--- src/rtl/rr_arb4_pkg.sv ---
// Shared types, constants and the round-robin search for rr_arb4.
package rr_arb4_pkg;

    localparam int unsigned NUM_REQ = 4;
    localparam int unsigned IDX_W   = 2;

    typedef enum logic {
        IDLE = 1'b0,
        BUSY = 1'b1
    } state_t;

    typedef struct packed {
        logic             found;
        logic [IDX_W-1:0] idx;
    } rr_pick_t;

    // First set request scanning LAST+1, LAST+2, LAST+3, LAST (mod 4).
    function automatic rr_pick_t rr_search(input logic [NUM_REQ-1:0] req,
                                           input logic [IDX_W-1:0]   last);
        rr_pick_t         pick;
        logic [IDX_W-1:0] cand;
        pick = '0;
        for (int unsigned i = 1; i <= NUM_REQ; i++) begin
            cand = last + IDX_W'(i);
            if (!pick.found && req[cand]) begin
                pick.found = 1'b1;
                pick.idx   = cand;
            end
        end
        return pick;
    endfunction

endpackage

--- src/rtl/rr_arb4_dec24.sv ---
// 2-to-4 enable decoder: one-hot of in when en is high, else all zero.
module rr_arb4_dec24 import rr_arb4_pkg::*; (
    input  logic               en,
    input  logic [IDX_W-1:0]   in,
    output logic [NUM_REQ-1:0] out
);

    // Decode index to one-hot, gated by enable.
    always_comb begin
        out = '0;
        if (en) begin
            out[in] = 1'b1;
        end
    end

endmodule

--- src/rtl/rr_arb4.sv ---
// Four-requester round-robin arbiter with break-before-make registered grants.
// Optional hold timeout compiled in with macro RR_ARB4_TIMEOUT_EN.
module rr_arb4 import rr_arb4_pkg::*; #(
    parameter int unsigned MAX_HOLD = 16
) (
    input  logic               CLK,
    input  logic               RST,
    input  logic [NUM_REQ-1:0] REQ,
    output logic [NUM_REQ-1:0] GNT,
    output logic [IDX_W-1:0]   GNT_IDX,
    output logic               GNT_VLD,
    output logic               TMO
);

    if (MAX_HOLD < 1 || MAX_HOLD > 255) begin : g_bad_max_hold
        $error("rr_arb4: MAX_HOLD must be in 1..255");
    end

    state_t             state_q, state_d;
    logic [IDX_W-1:0]   last_q, last_d;
    logic [IDX_W-1:0]   idx_d;
    logic               vld_d;
    logic               tmo_d;
    logic [NUM_REQ-1:0] gnt_d;
    rr_pick_t           pick;

`ifdef RR_ARB4_TIMEOUT_EN
    localparam int unsigned CNT_W = $clog2(MAX_HOLD + 1);
    logic [CNT_W-1:0] cnt_q, cnt_d;
`endif

    assign pick = rr_search(REQ, last_q);

    // Next-state and next-output logic for the IDLE/BUSY arbiter.
    always_comb begin
        state_d = state_q;
        last_d  = last_q;
        idx_d   = GNT_IDX;
        vld_d   = 1'b0;
        tmo_d   = 1'b0;
`ifdef RR_ARB4_TIMEOUT_EN
        cnt_d   = cnt_q;
`endif
        unique case (state_q)
            IDLE: begin
                if (pick.found) begin
                    state_d = BUSY;
                    idx_d   = pick.idx;
                    vld_d   = 1'b1;
`ifdef RR_ARB4_TIMEOUT_EN
                    cnt_d   = '0;
`endif
                end
            end
            BUSY: begin
                if (!REQ[GNT_IDX]) begin
                    state_d = IDLE;
                    last_d  = GNT_IDX;
                end
`ifdef RR_ARB4_TIMEOUT_EN
                else if (cnt_q == CNT_W'(MAX_HOLD - 1)) begin
                    state_d = IDLE;
                    last_d  = GNT_IDX;
                    tmo_d   = 1'b1;
                end
`endif
                else begin
                    vld_d = 1'b1;
`ifdef RR_ARB4_TIMEOUT_EN
                    cnt_d = cnt_q + CNT_W'(1);
`endif
                end
            end
            default: state_d = IDLE;
        endcase
    end

    // One-hot grant decoded from the next index/valid so GNT lines up with GNT_IDX.
    rr_arb4_dec24 u_dec (
        .en  (vld_d),
        .in  (idx_d),
        .out (gnt_d)
    );

    // State and output registers; reset wins over everything.
    always_ff @(posedge CLK) begin
        if (RST) begin
            state_q <= IDLE;
            last_q  <= IDX_W'(NUM_REQ - 1);
            GNT     <= '0;
            GNT_IDX <= '0;
            GNT_VLD <= 1'b0;
            TMO     <= 1'b0;
`ifdef RR_ARB4_TIMEOUT_EN
            cnt_q   <= '0;
`endif
        end else begin
            state_q <= state_d;
            last_q  <= last_d;
            GNT     <= gnt_d;
            GNT_IDX <= idx_d;
            GNT_VLD <= vld_d;
            TMO     <= tmo_d;
`ifdef RR_ARB4_TIMEOUT_EN
            cnt_q   <= cnt_d;
`endif
        end
    end

endmodule

--- config.mk ---
export PLATFORM = sky130hd
export DESIGN_NAME = rr_arb4
export DESIGN_NICKNAME = d
export VERILOG_FILES = /design/src/rtl/rr_arb4_pkg.sv /design/src/rtl/rr_arb4_dec24.sv /design/src/rtl/rr_arb4.sv
export SDC_FILE = /design/constraint.sdc
export NUM_CORES = 1
export LEC_CHECK = 0
export ABC_AREA = 0
export CELL_PAD_IN_SITES_DETAIL_PLACEMENT = 1
export CELL_PAD_IN_SITES_GLOBAL_PLACEMENT = 1
export CORE_UTILIZATION = 34
export DETAILED_ROUTE_END_ITERATION = 10
export PLACE_DENSITY_LB_ADDON = 0.12
export SLEW_MARGIN = 40
export SYNTH_ARGS = -nofsm -noshare
export SYNTH_HDL_FRONTEND = slang
export SYNTH_SLANG_ARGS = --single-unit
--- constraint.sdc ---
create_clock -name CLK -period 2.9 [get_ports CLK]
set_input_delay 0.435 -clock CLK [delete_from_list [all_inputs] [get_ports CLK]]
set_output_delay 0.435 -clock CLK [all_outputs]
set_load 0.03 [all_outputs]
==> flow_summary.ini <==
[sta]
hold_violations = 0
worstMarginPinSlew_ps = 532
finalSetupTns_ps = 0
report.final.slew_viol_count = 0
holdWs_ps = 561
setup_violations = 0
fmax_ghz = 0.521
max_slew_margin_pct = 64.2
rsz0062_at_grt = false
fin_crit_sh_pct = 66.2
finalWorstPathRequiredPeriod_ps = 1920
skew_ps = 1.53

[global_route]
grt_overflow = 0
grt_pass1_wl_um = 1760
grt_antenna_before_repair = 0
groute.usage.overall_pct = 17.9
grt_pass1_vias = 400
met1_usage_pct = 19.2
grt.busiest_layer = met2
grtUsageMet3_pct = 1.74
grt_start_max_net_pins = 8
grtUsageMet2_pct = 34.2

[power]
cellPowerDensity_nw_per_um2 = 577
ir_worst_vdd_uv = 262
p_leak_nw = 0.252

[layout]
layout-drive-gt1-share_pct = 11.3
nFillCells = 136
synthToLayoutAreaGrowth_pct = 34.4
fin_nets = 69
antenna_cells = 0
instances_no_fill = 76

[floorplan]
num_rows = 12
io_pins = 14
core_area_um2 = 1170
design.die.area_um2 = 1490
start_util_pct = 38.8
die_h_um = 38.6
die_w_um = 38.6

[cts]
cts_made_buffers = 3
clockBufferDepth = 2
clkLatencyLatePin_ps = 250
cts.sinks = 9
htreeDepth = 1
cts_root_buf = clkbuf_4
postCtsSetupBuffers = 0
hold_buffers = 0
path_clk_slew_ps = 60
cts_resized = 0
cts_tree = done

[setup_path]
crit_fanout = 6
ff2ff_path_depth = 4
end_kind = register
reg2reg_from = last_q[1]
r2r_end = GNT[1]
start_kind = primary input
cp.arrival_ps = 2060
critPathKind = primary input to register
required_ps = 3040
rrSetupSlack_ps = 1450

[hold_path]
worstHoldPathCells = 2
holdPathEnd = last_q[1]
min_path_type = register to register
hold_start = last_q[1]

[placement]
portBuffers = 12
dp.cells = 72
routabilityCongestion = 0.706

[yosys]
synth_flop_cell = dfxtp_1
yosys_warnings = 0
synth_area_um2 = 454
netlist_instances = 47
yosysSeqAreaShare_pct = 39.7
synth_edf_count = 0
syn_avg_cell_area_um2 = 9.66
async_reset_ff_share_pct = 0
synth.distinct_cells = 26
yosys_register_bits = 9
syn_nets = 53

[outcome]
status = completed

[routing]
vias = 394
wire_per_inst_um = 14.6
drc = 0
avgViaCountPerCell = 5.18
dr.pass1.iters = 2
drt-total-wl_um = 1110
first_iter_violations = 2
ant_nets = 0

[flow_run]
drv_cap = 0
==> cells in the mapped netlist (2+ instances only) <==
master | n | share of area [%]
inv_1 | 2 | 1.7
nor2_1 | 3 | 2.5
and3b_1 | 2 | 3.9
nand2b_1 | 2 | 2.8
dfxtp_1 | 9 | 40
nor2b_1 | 2 | 2.8
nand2_1 | 4 | 3.3
mux2i_1 | 3 | 6.6
a22oi_1 | 2 | 3.3
a21oi_1 | 2 | 2.2
==> routing by layer <==
layer	share of wire (%)	up-vias
li1	-	197
met1	41	184
met2	54	11
met3	4.1	2
met4	0.72	0
met5	0	-
==> area by class of cell <==
type / count / area [µm²] / share of cell area, %
Clock buffer: 4 / 26.3 / 4.30
Tap cell: 14 / 17.5 / 2.87
Inverter: 2 / 7.51 / 1.23
Timing Repair Buffer: 12 / 120 / 19.7
Multi-Input combinational cell: 35 / 259 / 42.4
Sequential cell: 9 / 180 / 29.5
==> sequential cells by signal, summed over array words and instances (netlist names) <==
register and cells:
GNT 4, GNT_IDX 2, last_q 2, state_q 1
==> report_power, final <==
| group | internal (mW) | switching (mW) | total (mW) |
|---|---|---|---|
| clock network | 0.0526 | 0.0373 | 0.0899 |
| registers | 0.137 | 0.0137 | 0.151 |
| logic | 0.0519 | 0.0596 | 0.111 |
| total | 0.242 | 0.111 | 0.353 |
==> worst max-delay path, cell delays in order <==
cell and delay, ps:
clkdlybuf4s50_1 490, nor4_1 530, or2_4 240, a32oi_1 120
and3b_1 240
==> metrics by stage <==
stage	area, µm²	utilization [%]	power (mW)	setup WS, ps
6_report	611	52.1	0.353	979
5_1_grt	611	52.1	0.378	834
4_1_cts	611	52.1	0.359	995
3_5_place_dp	584	49.9	0.266	726
3_3_place_gp	584	49.9	0.260	809
2_1_floorplan	454	-	0.223	1460
==> cells in the final DEF, fill, tap and decap left out, types with 2 or more instances in the layout <==
master,Yosys,layout
nand2_1,4,4
clkbuf_4,0,3
nor2_1,3,3
and3b_1,2,2
nor2b_1,2,2
mux2i_1,3,3
nand2b_1,2,2
inv_1,2,2
clkdlybuf4s50_1,0,12
dfxtp_1,9,9
a21oi_1,2,2
a22oi_1,2,2
==> kinds of logic (layout without fill, tap and decap cells) <==
| kind of cell | after synthesis | in the layout | synth area share [%] |
|---|---|---|---|
| AOI/OAI and AO/OA | 11 | 11 | 22.6 |
| buffers and inverters | 3 | 18 | 3.31 |
| DFF | 9 | 9 | 39.7 |
| muxes | 3 | 3 | 6.61 |
| other | 1 | 1 | 0.826 |
| and+or+nand+nor | 20 | 20 | 27.0 |
==> how the worst max path moves through the flow <==
stage	start	endpoint	slack [ps]	depth (start not counted)
final	REQ[3]	GNT[0]	980	5
after global routing	REQ[3]	GNT[0]	830	5
after CTS	REQ[3]	GNT[0]	1000	5
after detailed placement	REQ[3]	GNT[0]	730	5
after global placement	REQ[3]	GNT[2]	810	5
after floorplan	REQ[2]	GNT[0]	1460	4
No activity file was read; power rests on OpenSTA's default activity.
